--- config.mk ---
export PLATFORM = sky130hd
export DESIGN_NAME = ae_exposure_ctrl
export DESIGN_NICKNAME = d
export VERILOG_FILES = /design/src/rtl/ae_exposure_ctrl.sv
export SDC_FILE = /design/constraint.sdc
export NUM_CORES = 1
export LEC_CHECK = 0
export BUFFER_PORTS_ARGS = -buffer_cell sky130_fd_sc_hd__buf_2
export CAP_MARGIN = 20
export CORE_MARGIN = 3
export CORE_UTILIZATION = 55
export CTS_BUF_LIST = sky130_fd_sc_hd__clkbuf_8
export DETAILED_ROUTE_END_ITERATION = 10
export HOLD_SLACK_MARGIN = 0.1
export PLACE_DENSITY = 0.75
export RECOVER_POWER = 25
export SLEW_MARGIN = 10
export SYNTH_ARGS = -nofsm -noshare
export SYNTH_HDL_FRONTEND = slang
export SYNTH_SLANG_ARGS = --single-unit
--- constraint.sdc ---
create_clock -name clk -period 12.3 [get_ports clk]
set_input_delay 2.46 -clock clk [delete_from_list [all_inputs] [get_ports clk]]
set_output_delay 2.46 -clock clk [all_outputs]
set_load 0.03 [all_outputs]
--- src/rtl/ae_exposure_ctrl.sv ---
// Closed-loop auto-exposure controller: compares per-frame average luma against a target
// and pushes a clamped proportional exposure update to the sensor as two byte writes.
//
// state  | meaning
// IDLE   | waiting for an enabled frame statistic
// EVAL   | one cycle: error, dead band, step and clamp
// WR_HI  | presenting exposure[15:8] to the register master
// WR_LO  | presenting exposure[7:0]; handshake commits the new exposure
// SETTLE | skipping frame statistics while the sensor settles
module ae_exposure_ctrl #(
    parameter logic [7:0]  TARGET_Y      = 8'd110,
    parameter logic [7:0]  HYST          = 8'd8,
    parameter int unsigned STEP_SHIFT    = 3,
    parameter logic [15:0] EXP_INIT      = 16'd400,
    parameter logic [15:0] EXP_MIN       = 16'd4,
    parameter logic [15:0] EXP_MAX       = 16'd1000,
    parameter int unsigned SETTLE_FRAMES = 2,
    parameter logic [15:0] REG_EXP_HI    = 16'h0202,
    parameter logic [15:0] REG_EXP_LO    = 16'h0203
) (
    input  logic        clk,
    input  logic        rst_n,
    input  logic        enable,
    input  logic [7:0]  avg_y,
    input  logic        stat_valid,
    output logic        wr_valid,
    input  logic        wr_ready,
    output logic [15:0] wr_addr,
    output logic [7:0]  wr_data,
    output logic [15:0] exposure_out,
    output logic        busy
);

    typedef enum logic [2:0] {
        IDLE   = 3'd0,
        EVAL   = 3'd1,
        WR_HI  = 3'd2,
        WR_LO  = 3'd3,
        SETTLE = 3'd4
    } state_e;

    state_e      state_q, state_d;
    logic [7:0]  avg_q, avg_d;
    logic [15:0] exp_q, exp_d;
    logic [15:0] exp_new_q, exp_new_d;
    logic        wr_valid_q, wr_valid_d;
    logic [15:0] wr_addr_q, wr_addr_d;
    logic [7:0]  wr_data_q, wr_data_d;
    logic [7:0]  settle_q, settle_d;

    logic signed [8:0]  err;
    logic [8:0]         err_mag;
    logic [15:0]        step;
    logic [16:0]        sum;
    logic signed [16:0] diff;
    logic [15:0]        exp_calc;

    // Arithmetic is widened so neither the increase nor the decrease can wrap before clamping.
    always_comb begin
        err      = $signed({1'b0, avg_q}) - $signed({1'b0, TARGET_Y});
        err_mag  = err[8] ? 9'(-err) : 9'(err);
        step     = exp_q >> STEP_SHIFT;
        if (step == 16'd0) begin
            step = 16'd1;
        end
        sum      = {1'b0, exp_q} + {1'b0, step};
        diff     = $signed({1'b0, exp_q}) - $signed({1'b0, step});
        exp_calc = exp_q;
        if (err[8]) begin
            exp_calc = (sum > {1'b0, EXP_MAX}) ? EXP_MAX : sum[15:0];
        end else begin
            exp_calc = (diff < $signed({1'b0, EXP_MIN})) ? EXP_MIN : diff[15:0];
        end
    end

    always_comb begin
        state_d    = state_q;
        avg_d      = avg_q;
        exp_d      = exp_q;
        exp_new_d  = exp_new_q;
        wr_valid_d = wr_valid_q;
        wr_addr_d  = wr_addr_q;
        wr_data_d  = wr_data_q;
        settle_d   = settle_q;
        case (state_q)
            IDLE: begin
                if (stat_valid && enable) begin
                    avg_d   = avg_y;
                    state_d = EVAL;
                end
            end
            EVAL: begin
                if ((err_mag <= {1'b0, HYST}) || (exp_calc == exp_q)) begin
                    state_d = IDLE;
                end else begin
                    exp_new_d  = exp_calc;
                    wr_valid_d = 1'b1;
                    wr_addr_d  = REG_EXP_HI;
                    wr_data_d  = exp_calc[15:8];
                    state_d    = WR_HI;
                end
            end
            WR_HI: begin
                if (wr_ready) begin
                    wr_addr_d = REG_EXP_LO;
                    wr_data_d = exp_new_q[7:0];
                    state_d   = WR_LO;
                end
            end
            WR_LO: begin
                if (wr_ready) begin
                    exp_d      = exp_new_q;
                    wr_valid_d = 1'b0;
                    settle_d   = 8'(SETTLE_FRAMES);
                    state_d    = (SETTLE_FRAMES == 0) ? IDLE : SETTLE;
                end
            end
            SETTLE: begin
                if (stat_valid) begin
                    if (settle_q <= 8'd1) begin
                        settle_d = 8'd0;
                        state_d  = IDLE;
                    end else begin
                        settle_d = settle_q - 8'd1;
                    end
                end
            end
            default: begin
                state_d    = IDLE;
                wr_valid_d = 1'b0;
            end
        endcase
    end

    always_ff @(posedge clk or negedge rst_n) begin
        if (!rst_n) begin
            state_q    <= IDLE;
            avg_q      <= 8'd0;
            exp_q      <= EXP_INIT;
            exp_new_q  <= EXP_INIT;
            wr_valid_q <= 1'b0;
            wr_addr_q  <= 16'd0;
            wr_data_q  <= 8'd0;
            settle_q   <= 8'd0;
        end else begin
            state_q    <= state_d;
            avg_q      <= avg_d;
            exp_q      <= exp_d;
            exp_new_q  <= exp_new_d;
            wr_valid_q <= wr_valid_d;
            wr_addr_q  <= wr_addr_d;
            wr_data_q  <= wr_data_d;
            settle_q   <= settle_d;
        end
    end

    assign wr_valid     = wr_valid_q;
    assign wr_addr      = wr_addr_q;
    assign wr_data      = wr_data_q;
    assign exposure_out = exp_q;
    assign busy         = (state_q != IDLE);

endmodule

# [Word level (Yosys, flattened, before mapping)]
# Cells that the tools add are included.
[totals] ff_bits=76 romBits=0 latchBits=0 mem_bits_rw=0 out_inout_bits=42 inputBits=13 wordCells=70 mem_count=0
[classes] addsub=5 n_bitwise=2 multipliers=0 magnitude_cmp=4 shift=0 n_eq_ne=11 div=0 muxes=25 reduce_logical=15
[ops] cell="$mux 16" n=5
[ops] cell="$mux 8" n=5
[ops] cell="$pmux 16 s2" n=1
[ops] cell="$pmux 8 s2" n=2
[ops] cell="$add 16x13->17" n=1
[ops] cell="$gt 17x10->1 const B" n=1
[ops] cell="$lt 17x4->1 const B" n=1
[ops] cell="$sub 16x13->17" n=1
[ops] cell="$eq 16x16->1" n=1
[ops] cell="$logic_not 16->1" n=1
[ops] cell="$mux 3" n=5
[ops] cell="$pmux 3 s5" n=1
[ops] cell="$mux 13" n=1
[ops] cell="$ne 2x2->1 const B" n=6
[ops] cell="$le 9x4->1 const B" n=1
[ops] cell="$mux 9" n=1
[ops] cell="$neg 9->9" n=1
[ops] cell="$reduce_and 3->1" n=3
[ops] cell="$sub 8x7->9 const B" n=1
[ops] cell="$le 8x1->1 const B" n=1
[ops] cell="$sub 8x1->8 const B" n=1
[ops] cell="$eq 3x2->1 const B" n=2
[ops] cell="$reduce_and 2->1" n=3
[ops] cell="$reduce_and 5->1" n=1
[ops] cell="12 further kinds" n=15

# [Logic depth before layout (Yosys ltp)]
# Gate-level depths: netlist of the first run.
[logic_depth] depth_word=10 mapped_depth=21 ltp_nobuf=20

# [Worst setup path before layout of the first run]
# No wires, ideal clock.
[synth_path] kind="register to register" startpoint="reg exp_q[9], in the netlist exposure_out[9]" endpoint="reg wr_data_q[0], in the netlist wr_data[0]" arrival_ns=4.888 setup_ns=0.126 period_less_slack_ns=5.014 path_slack_ns=7.286 stages_incl_launch_ff=22 t_required_ns=12.174 path_cell_list="dfrtp_1 -> inv_1 -> nand4_1 -> nor3_1 -> a41o_1 -> ha_1 -> inv_1 -> fa_1 -> o21bai_4 -> a2111oi_2 -> or3_4 -> a41o_1 -> xnor2_2 -> nand4_4 -> a211oi_4 -> nor2_2 -> or3_4 -> a2111oi_4 -> o2111a_2 -> nor2_4 -> buf_6 -> a221o_1"
[synth_between] elab_chain_cells=10 word_cells_on_any_way=15 cone_classes="add/sub (2); order compare (2); eq/ne (2); mux (6); reduce/logical (3)"
[synth_lines] element="start, declared" line="44" source="logic [15:0] exp_q, exp_d;"
[synth_lines] element="start signal, assigned" line="148" source="exp_q <= exp_d;"
[synth_lines] element="$logic_not 16->1" line="63" source="if (step == 16'd0) begin"
[synth_lines] element="$mux 13" line="63"
[synth_lines] element="$sub 16x13->17 / $add 16x13->17 (equally long branches)" line="67, 66"
[synth_lines] element="$lt 17x4->1 / $gt 17x10->1 (equally long branches)" line="72, 70"
[synth_lines] element="$mux 16 (on tied branches)" line="72, 70"
[synth_lines] element="$mux 16" line="69" source="if (err[8]) begin"
[synth_lines] element="$eq 16x16->1" line="93" source="if ((err_mag <= {1'b0, HYST}) || (exp_calc == exp_q)) begin"
[synth_lines] element="$logic_or 1x1->1" line="93"
[synth_lines] element="$ne 2x2->1 (no source line)"
[synth_lines] element="$reduce_and 3->1 (no source line)"
[synth_lines] element="end signal, assigned" line="152" source="wr_data_q <= wr_data_d;"
[synth_lines] element="end, declared" line="48" source="logic [7:0] wr_data_q, wr_data_d;"
# Parallel ways exist; a longest one is shown, timed or not. The select of a mux whose other input is x is not followed.
# A chain may end at the register's enable or synchronous reset.

# [Worst setup path in the final report of the first run]
[layout_path] startpoint="reg exp_q[13], in the netlist exposure_out[13]" endpoint="reg exp_new_q[10]"
[layout_between] elab_chain_cells=10 word_cells_on_any_way=13 cone_classes="add/sub (2); order compare (2); eq/ne (1); mux (4); bitwise (1); reduce/logical (3)"
[layout_lines] element="$logic_not 16->1" line="63"
[layout_lines] element="$mux 13" line="63"
[layout_lines] element="$sub 16x13->17 / $add 16x13->17 (equally long branches)" line="67, 66"
[layout_lines] element="$lt 17x4->1 / $gt 17x10->1 (equally long branches)" line="72, 70"
[layout_lines] element="$mux 16 (on tied branches)" line="72, 70"
[layout_lines] element="$mux 16" line="69"
[layout_lines] element="$eq 16x16->1" line="93"
[layout_lines] element="$logic_or 1x1->1" line="93"
[layout_lines] element="$not 1->1 (no source line)"
[layout_lines] element="$reduce_and 2->1 (no source line)"
[layout_lines] element="end signal, assigned" line="149" source="exp_new_q <= exp_new_d;"
[layout_lines] element="end, declared" line="45" source="logic [15:0] exp_new_q, exp_new_d;"
# Parallel ways exist; a longest one is shown, timed or not.

==> impl_metrics.py, run 1 <==
metrics = {
    "status": {
        "outcome": "finished, violations left",
        "violations": "capacitance limit, slew limit",
    },
    "detailed_routing": {
        "drt-vias-per-instance": 6.19,
        "firstDrtPassIters": 5,
        "drt_drc_violations_left": 0,
        "ant_nets": 0,
        "drtIter0Drc": 368,
        "wl_um": 14200,
        "wl_per_cell_um": 17.8,
        "vias": 4942,
    },
    "setup_path": {
        "cp.required_ns": 12.52,
        "worstSetupStartpointType": "register",
        "end_kind": "register",
        "crit_type": "reg -> reg",
        "critPathMaxFanout": 18,
        "arrival_ns": 5.79,
    },
    "clock_network": {
        "clock-root-buffer": "clkbuf_8",
        "ctsHoldBuffers": 0,
        "tritoncts": "yes",
        "ctsHtreeMaxLevel": 3,
        "cts_setup_buffers": 0,
        "cts_resized": 0,
        "clock_latency_ns": 0.34,
        "path_clk_slew_ns": 0.07,
        "cts_buffer_depth": 2,
        "cts.sinks": 62,
        "cts_buffers": 9,
    },
    "floorplan": {
        "core_um2": 9460,
        "die_w_um": 106,
        "start_util": 0.579,
        "boundaryPins": 55,
        "num_rows": 35,
        "dieArea_um2": 11200,
        "die_h_um": 106,
    },
    "placed_design": {
        "io_buffers": 41,
        "dp_cells": 781,
        "place.detailed.hpwl_um": 10900,
        "gp_congestion": 0.949,
        "place_area_um2": 5660,
    },
    "final_layout": {
        "area.growth.synth_to_final_pct": 6.81,
        "diodes": 0,
        "most-common-layout-cells": "dfrtp_1 (56), nor2_1 (54), inv_1 (46)",
        "final_common_cell": "dfrtp_1",
        "design_area_um2": 5850,
        "drive_gt1_frac": 0.173,
        "final_cells": 798,
        "nNetsFinal": 713,
    },
    "grt": {
        "grt_pass1_wl_um": 23100,
        "grt_max_degree": 63,
        "grtUsageMet2": 0.420,
        "first_global_vias": 4598,
        "grtUsageTotal": 0.256,
        "busiest_layer": "met2",
        "grt_antenna_before_repair": 0,
        "met1_usage": 0.350,
        "overflow": 0,
        "met3_usage": 0.0380,
    },
    "logic_synthesis": {
        "yosys.cell_types.count": 84,
        "ys_seq_elements": 62,
        "synth-main-ff-cell": "dfrtp_1",
        "synth_edf_count": 0,
        "synth_area_um2": 5480,
        "yosysSeqAreaShare": 0.285,
        "synthCells": 644,
        "synth_area_per_cell_um2": 8.51,
        "ys_warn_count": 0,
        "async_flop_share": 1.00,
    },
    "sta": {
        "slew-limit-headroom": -1.12,
        "max_freq_ghz": 0.180,
        "rsz0062_at_grt": "no",
        "setup_viol": 0,
        "fin_setup_tns_ns": 0,
        "hold_viol": 0,
        "fin_skew_ns": 0.00931,
        "timing.final.crit_share": 0.453,
        "finalWorstPathRequiredPeriod_ns": 5.57,
        "finalMaxSlewViolations": 63,
        "worst_pin_slew_ns": 3.18,
    },
    "worst_hold_path": {
        "hold_class": "reg -> reg",
    },
    "run": {
        "maxCapViolCount": 1,
    },
}
metal layers:
metal  part of all wire  up-vias
met5                  0        -
met4              0.027        0
met3              0.066       36
met2               0.46      224
met1               0.45     2363
li1                   -     2319
Yosys cell counts (3+ instances only):
master / n / share of area
nor4_1: 7 / 0.0080
o31ai_1: 5 / 0.0069
a21boi_0: 3 / 0.0041
nor2b_1: 10 / 0.011
o211ai_1: 9 / 0.012
mux2i_1: 9 / 0.016
dfstp_2: 6 / 0.029
or2_2: 5 / 0.0057
nor3b_1: 5 / 0.0069
nor2_1: 54 / 0.037
o21a_1: 4 / 0.0055
inv_1: 45 / 0.031
a31oi_1: 6 / 0.0069
nor3_1: 22 / 0.020
ha_1: 34 / 0.078
o2111ai_1: 4 / 0.0064
a221o_1: 3 / 0.0055
nand3_1: 10 / 0.0091
xor2_1: 8 / 0.013
and3_1: 5 / 0.0057
buf_2: 6 / 0.0055
o22ai_1: 4 / 0.0046
o22a_1: 3 / 0.0048
nand2b_1: 13 / 0.015
buf_4: 15 / 0.021
a21o_1: 5 / 0.0069
mux2_2: 27 / 0.056
dfrtp_1: 56 / 0.26
and2_1: 7 / 0.0080
nand4_1: 6 / 0.0069
o21bai_1: 3 / 0.0041
a21oi_1: 45 / 0.041
o21ai_0: 34 / 0.031
xnor2_1: 28 / 0.045
a211oi_1: 7 / 0.0096
nand2_1: 40 / 0.027
or3_1: 3 / 0.0034
clkbuf_1: 25 / 0.017
a221oi_1: 6 / 0.0096
stage by stage:
step / util / hold slack (ns) / setup WS [ns]
6_report: 0.619 / 0.472 / 6.73
5_1_grt: 0.619 / 0.521 / 6.30
4_1_cts: 0.618 / 0.478 / 6.62
3_5_place_dp: 0.598 / 0.466 / 6.66
3_3_place_gp: 0.598 / 0.463 / 6.88
2_1_floorplan: - / 0.442 / 7.29
kinds of logic (layout without fill, tap and decap cells):
kind of cell | Yosys count | count (layout) | share of synthesized area
buffers and inverters | 94 | 107 | 0.0788
XOR/XNOR | 37 | 37 | 0.0605
multiplexers | 37 | 37 | 0.0747
AO/OA/AOI/OAI | 176 | 176 | 0.226
other | 1 | 13 | 0.000685
adder cells (fa/ha/maj) | 36 | 36 | 0.0850
AND/OR/NAND/NOR | 201 | 201 | 0.190
flip-flops | 62 | 62 | 0.285
critical path, stage by stage, from the launching register on:
cell and delay, ns:
dfrtp_1 0.58, nor2_1 0.30, a41o_1 0.27, ha_1 0.19, inv_1 0.06, fa_1 0.49, a21oi_1 0.29, o21ai_1 0.16
a21oi_1 0.27, o211a_1 0.25, xnor2_1 0.26, nor4b_1 0.43, a31o_2 0.26, a2bb2oi_1 0.30, xnor2_1 0.17, nor3_1 0.10
o2111a_2 0.22, nor2_4 0.44, mux2_2 0.39
flip-flops by register name (all words and copies together) (netlist names):
register and cells:
exposure_out 16, wr_addr 2, exp_new_q 16, state_q 3
wr_valid 1, wr_data 8, settle_q 8, avg_q 8
worst paths after layout:
check                                 start            end  slack [ns]  cells after the start
setup / recovery           exposure_out[13]  exp_new_q[10]        6.73                     18
hold / removal                  settle_q[6]    settle_q[6]        0.47                      1
setup reg to reg           exposure_out[13]  exp_new_q[10]        6.73                     18
hold reg to reg                 settle_q[6]    settle_q[6]        0.47                      1
max in group asynchronous             rst_n     wr_data[1]        7.24                      2
min in group asynchronous             rst_n  exp_new_q[13]        3.27                      2
area by class of cell:
type,count,area [um2]
clock buffers,9,124
multi-input cells,500,3530
repair buffers,46,238
well taps,129,161
flip-flops and latches,62,1560
clock inverters,7,67.6
fillers,852,3610
inverters,45,169
Power of run 1 is not shown: default switching activity piles up to over one toggle a cycle in this logic, so the estimate is an artifact.
==> inputs of run 2 (changes only) <==
--- a/config.mk
+++ b/config.mk
@@ -12,7 +12,7 @@
 export CTS_BUF_LIST = sky130_fd_sc_hd__clkbuf_8
 export DETAILED_ROUTE_END_ITERATION = 10
 export HOLD_SLACK_MARGIN = 0.1
-export PLACE_DENSITY = 0.75
+export PLACE_DENSITY = 0.78
 export RECOVER_POWER = 25
 export SLEW_MARGIN = 10
 export SYNTH_ARGS = -nofsm -noshare
==> constraint.sdc (replaced) <==
create_clock -name clk -period 5.05 [get_ports clk]
set_input_delay 1.01 -clock clk [delete_from_list [all_inputs] [get_ports clk]]
set_output_delay 1.01 -clock clk [all_outputs]
set_load 0.03 [all_outputs]
==> run 2 against run 1 <==
Net effect:
- the flow still finishes with violations (capacitance limit, slew limit)
- fmax rose by 13%
- critical endpoint is now state_q[1]
- wire length up 6.5%
- worst hold slack better by 0.033 ns
==> impl_metrics.py, run 2 (synthesis results as in run 1) <==
metrics = {
    "clock_network": {
        "cts.sinks": 62,
        "ctsHtreeMaxLevel": 3,
        "cts_buffers": 9,
        "ctsHoldBuffers": 0,
        "cts_buffer_depth": 2,
        "tritoncts": "yes",
        "clock_latency_ns": 0.34,
        "path_clk_slew_ns": 0.07,
        "clock-root-buffer": "clkbuf_8",
    },
    "grt": {
        "first_global_vias": 4745,
        "grt_max_degree": 63,
        "grt_pass1_wl_um": 24100,
        "grtUsageTotal": 0.266,
        "overflow": 0,
        "grt_antenna_before_repair": 0,
    },
    "detailed_routing": {
        "firstDrtPassIters": 6,
        "wl_per_cell_um": 18.0,
        "vias": 5086,
        "drt_drc_violations_left": 0,
        "drt-vias-per-instance": 6.05,
        "drtIter0Drc": 341,
        "ant_nets": 0,
        "wl_um": 15100,
    },
    "setup_path": {
        "worstSetupStartpointType": "register",
        "crit_type": "reg -> reg",
        "arrival_ns": 5.16,
        "end_kind": "register",
        "cp.required_ns": 5.27,
        "critPathMaxFanout": 6,
    },
    "final_layout": {
        "most-common-layout-cells": "dfrtp_1 (56), nor2_1 (54), a21oi_1 (43), buf_4 (43)",
        "fillers": 768,
        "nNetsFinal": 755,
        "final_common_cell": "dfrtp_1",
        "diodes": 0,
        "drive_gt1_frac": 0.242,
        "area.growth.synth_to_final_pct": 14.5,
    },
    "sta": {
        "timing.final.crit_share": 0.978,
        "fin_skew_ns": 0.0101,
        "finalWorstPathRequiredPeriod_ns": 4.94,
        "setup_viol": 0,
        "fin_setup_tns_ns": 0,
        "max_freq_ghz": 0.202,
        "worst_pin_slew_ns": 3.22,
        "finalMaxSlewViolations": 63,
        "hold_viol": 0,
        "rsz0062_at_grt": "yes",
        "slew-limit-headroom": -1.15,
    },
    "placed_design": {
        "place.detailed.hpwl_um": 11600,
        "io_buffers": 41,
        "gp_congestion": 0.992,
    },
    "floorplan": {
        "dieArea_um2": 11200,
        "die_w_um": 106,
        "num_rows": 35,
        "core_um2": 9460,
        "boundaryPins": 55,
        "start_util": 0.579,
        "die_h_um": 106,
    },
    "worst_hold_path": {
        "hold_class": "reg -> reg",
    },
    "status": {
        "outcome": "finished, violations left",
        "violations": "capacitance limit, slew limit",
    },
    "run": {
        "maxCapViolCount": 1,
    },
}
[run 2: cell count changes in the layout (fill, tap and decap cells not counted), sizes merged]
cell	delta
buf	+41
bufinv	+1
clkbuf	+1
clkinv	-3
inv	+1
nor2	+1
[run 2: final timing paths]
kind	from	end	slack, ns	depth (start not counted)
max in group asynchronous	rst_n	exposure_out[10]	1.39	2
setup / recovery	exposure_out[11]	state_q[1]	0.11	22
hold reg to reg	wr_addr[0]	wr_addr[0]	0.51	2
hold / removal	wr_addr[0]	wr_addr[0]	0.51	2
setup reg to reg	exposure_out[11]	state_q[1]	0.11	22
min in group asynchronous	rst_n	exposure_out[14]	1.83	2
[run 2: per-layer routing]
metal / share of wire / global-route usage / wire (um) / vias to the layer above
met5: 0 / 0 / 0 / -
met4: 0.021 / 0.0805 / 322 / 0
met3: 0.064 / 0.0349 / 967 / 30
met2: 0.48 / 0.444 / 7300 / 224
met1: 0.43 / 0.361 / 6540 / 2435
li1: - / - / - / 2397
[run 2: area by class of cell]
type / count / area (um2) / area share
multi-input combinational: 501 / 3600 / 0.574
sequential: 62 / 1560 / 0.249
timing repair buffer: 87 / 553 / 0.0882
inverter: 45 / 169 / 0.0269
tap: 129 / 161 / 0.0257
clock buffer: 10 / 138 / 0.0219
clock inverter: 6 / 92.6 / 0.0148
[run 2: timing repair]
| action | 4_1_cts | 5_1_grt |
|---|---|---|
| endpoints found under the setup margin | 12 | 28 |
| buffers inserted | 0 | 16 |
| gates resized for setup | 1 | 21 |
| cloned | 0 | 1 |
| pin swaps | 0 | 13 |
[run 2: critical path, stage by stage (launching register included)]
cell and delay, ns:
dfrtp_1 0.40, inv_2 0.07, nand4_1 0.09, nor3_1 0.14, a41o_1 0.21, ha_2 0.21, inv_2 0.05, fa_2 0.41
o21bai_4 0.21, a2111oi_4 0.11, or3_4 0.37, a41o_1 0.23, xnor2_2 0.21, nand4_4 0.17, a211oi_4 0.30, nor2_4 0.09
buf_4 0.16, or4b_1 0.51, o21ai_1 0.13, o2111a_2 0.27, nor2_2 0.11, buf_4 0.16, or2_1 0.22
[run 2: per-stage QoR]
stage,util,cell area (um2),setup WS (ns),hold slack (ns),std cells
finish,0.663,6270,0.109,0.505,840
global route,0.663,6270,-0.0535,0.525,840
CTS,0.643,6080,0.0277,0.508,823
detailed placement,0.619,5850,-0.0485,0.481,807
global placement,0.619,5850,0.0537,0.463,807
floorplan,-,5520,0.0362,0.442,656
Power of run 2 is left out for the same reason.
==> inputs of run 3 (changes only) <==
--- a/config.mk
+++ b/config.mk
@@ -7,14 +7,15 @@
 export LEC_CHECK = 0
 export BUFFER_PORTS_ARGS = -buffer_cell sky130_fd_sc_hd__buf_2
 export CAP_MARGIN = 20
-export CORE_MARGIN = 3
+export CORE_MARGIN = 5
 export CORE_UTILIZATION = 55
 export CTS_BUF_LIST = sky130_fd_sc_hd__clkbuf_8
 export DETAILED_ROUTE_END_ITERATION = 10
 export HOLD_SLACK_MARGIN = 0.1
-export PLACE_DENSITY = 0.78
+export PLACE_DENSITY = 0.8
 export RECOVER_POWER = 25
 export SLEW_MARGIN = 10
 export SYNTH_ARGS = -nofsm -noshare
 export SYNTH_HDL_FRONTEND = slang
 export SYNTH_SLANG_ARGS = --single-unit
+export TNS_END_PERCENT = 100
==> run 3 against run 2 <==
Net effect:
- the run still ends with capacitance limit, slew limit left
- clock-buffer cell count rose by 2
- register-to-register slack worse by 0.08 ns
- first-iteration DRC count is 9.1% higher
- wire length grew 1.1%
- sequential share of layout area grew 0.18 points
- via count is 1.1% higher
- clock skew about the same
- critical path depth stayed put
- design area is 0.72% lower
- worst setup slack lost 0.076 ns
- flip-flop and latch count unchanged
==> impl_metrics.py, run 3 (synthesis results as in run 1) <==
metrics = {
    "sta": {
        "timing.final.crit_share": 0.993,
        "hold_viol": 0,
        "slew-limit-headroom": -1.13,
        "fin_setup_tns_ns": 0,
        "max_freq_ghz": 0.199,
        "setup_viol": 0,
        "finalMaxSlewViolations": 63,
        "finalWorstPathRequiredPeriod_ns": 5.02,
        "fin_skew_ns": 0.0102,
        "worst_pin_slew_ns": 3.19,
        "worst_slack_ns": 0.0329,
    },
    "status": {
        "outcome": "finished, violations left",
        "violations": "capacitance limit, slew limit",
    },
    "detailed_routing": {
        "firstDrtPassIters": 5,
        "ant_nets": 0,
        "drt-vias-per-instance": 6.16,
        "vias": 5141,
        "wl_um": 15300,
        "drtIter0Drc": 372,
        "drt_drc_violations_left": 0,
        "wl_per_cell_um": 18.3,
    },
    "final_layout": {
        "final_common_cell": "dfrtp_1",
        "area.growth.synth_to_final_pct": 13.7,
        "nNetsFinal": 746,
        "most-common-layout-cells": "dfrtp_1 (56), nor2_1 (54), a21oi_1 (44)",
        "ff_latch_area_um2": 1560,
        "design_area_um2": 6230,
        "fillers": 847,
        "diodes": 0,
        "drive_gt1_frac": 0.236,
        "multi_input_area_um2": 3640,
    },
    "run": {
        "maxCapViolCount": 1,
    },
    "placed_design": {
        "io_buffers": 41,
        "gp_congestion": 1.02,
        "place_area_um2": 5850,
        "place_ws_ns": 0.0942,
        "place.detailed.hpwl_um": 11400,
    },
    "floorplan": {
        "dieArea_um2": 12100,
        "start_util": 0.563,
        "die_h_um": 110,
        "boundaryPins": 55,
        "core_um2": 9730,
        "num_rows": 36,
        "die_w_um": 110,
    },
    "setup_path": {
        "critPathMaxFanout": 7,
        "slowest_stage": "fa_2",
        "end_kind": "register",
        "crit_path_cell_trace": "inv_2 > nand4_1 > nor3_1 > a41o_1 > ha_2 > inv_1 > fa_2 > o21bai_4 > a2111oi_4 > or3_4 > a31oi_4 > xnor2_1 > a211o_1 > a211oi_4 > buf_4 > a31oi_1 > xnor2_1 > and3_1 > o2111a_2 > buf_4 > o21a_1 > a221o_1",
        "reg2reg_setup_slack_ns": 0.03,
        "crit_type": "reg -> reg",
        "worstSetupStartpointType": "register",
        "r2r_start": "exposure_out[11]",
        "reg2regPathDepth": 22,
        "max_stage_delay_ns": 0.44,
        "r2r-end": "wr_data[0]",
        "cp.required_ns": 5.26,
        "arrival_ns": 5.23,
    },
    "worst_hold_path": {
        "hp-start": "settle_q[6]",
        "holdPathStages": 1,
        "hold_class": "reg -> reg",
        "min_to": "settle_q[6]",
    },
    "grt": {
        "grt_pass1_wl_um": 23900,
        "grtUsageTotal": 0.251,
        "grt_max_degree": 63,
        "grt_antenna_before_repair": 0,
        "first_global_vias": 4926,
        "overflow": 0,
    },
    "clock_network": {
        "cts_buffer_depth": 2,
        "cts.sinks": 62,
        "cts_buffers": 9,
        "ctsHtreeMaxLevel": 3,
        "path_clk_slew_ns": 0.07,
        "clock-root-buffer": "clkbuf_8",
        "clock_latency_ns": 0.34,
        "tritoncts": "yes",
    },
}
-- run 3: cell types whose count changed in the layout (fill, tap and decap cells not counted), sizes merged --
cell      before  now
buf           85   76
clkbuf        12   14
bufinv         2    1
clkinv         0    1
clkinvlp       2    1
inv           47   46
-- run 3: worst max-delay path, delay by kind of cell, from the launching register on --
kind            cells  cell delay [ns]
buf+inv             4             0.52
compound gates     10             2.23
flops               1             0.39
fa+ha+maj           2             0.63
simple gates        4             0.84
xor+xnor            2             0.28
-- run 3: metrics by stage --
step	cells	util	hold WS, ns
after global routing	835	0.640	0.523
after CTS	826	0.623	0.487
after global placement	810	0.601	0.465
after detailed placement	810	0.601	0.468
after floorplan	656	-	0.442
final	835	0.640	0.487
-- run 3: area by class of cell --
class / instances / area share
multi-input cells: 501 / 0.584
flip-flops and latches: 62 / 0.250
repair buffers: 78 / 0.0774
inverters: 45 / 0.0271
well taps: 133 / 0.0267
clock buffers: 12 / 0.0265
clock inverters: 4 / 0.00743
-- run 3: worst max path at each step --
stage                         end        startpoint  slack [ns]
floorplan              wr_data[0]   exposure_out[9]        0.04
global placement       wr_data[3]  exposure_out[12]        0.20
detailed placement  exp_new_q[14]  exposure_out[12]        0.09
CTS                    wr_data[7]  exposure_out[12]        0.03
global route           wr_data[0]  exposure_out[10]       -0.09
finish                 wr_data[0]  exposure_out[11]        0.03
-- run 3: repair_timing --
action / 4_1_cts / 5_1_grt
hold buffers: 0 / 0
endpoints found under the setup margin: 0 / 26
resized for setup: 0 / 25
endpoints found under the hold margin: 0 / 0
setup buffers: 0 / 8
-- run 3: layer usage --
layer / wire length, um / part of all wire / GRT usage
met1: 6440 / 0.42 / 0.328
met2: 7300 / 0.48 / 0.419
met3: 967 / 0.063 / 0.0299
met4: 587 / 0.038 / 0.110
met5: 0 / 0 / 0
Power of run 3 is left out for the same reason.
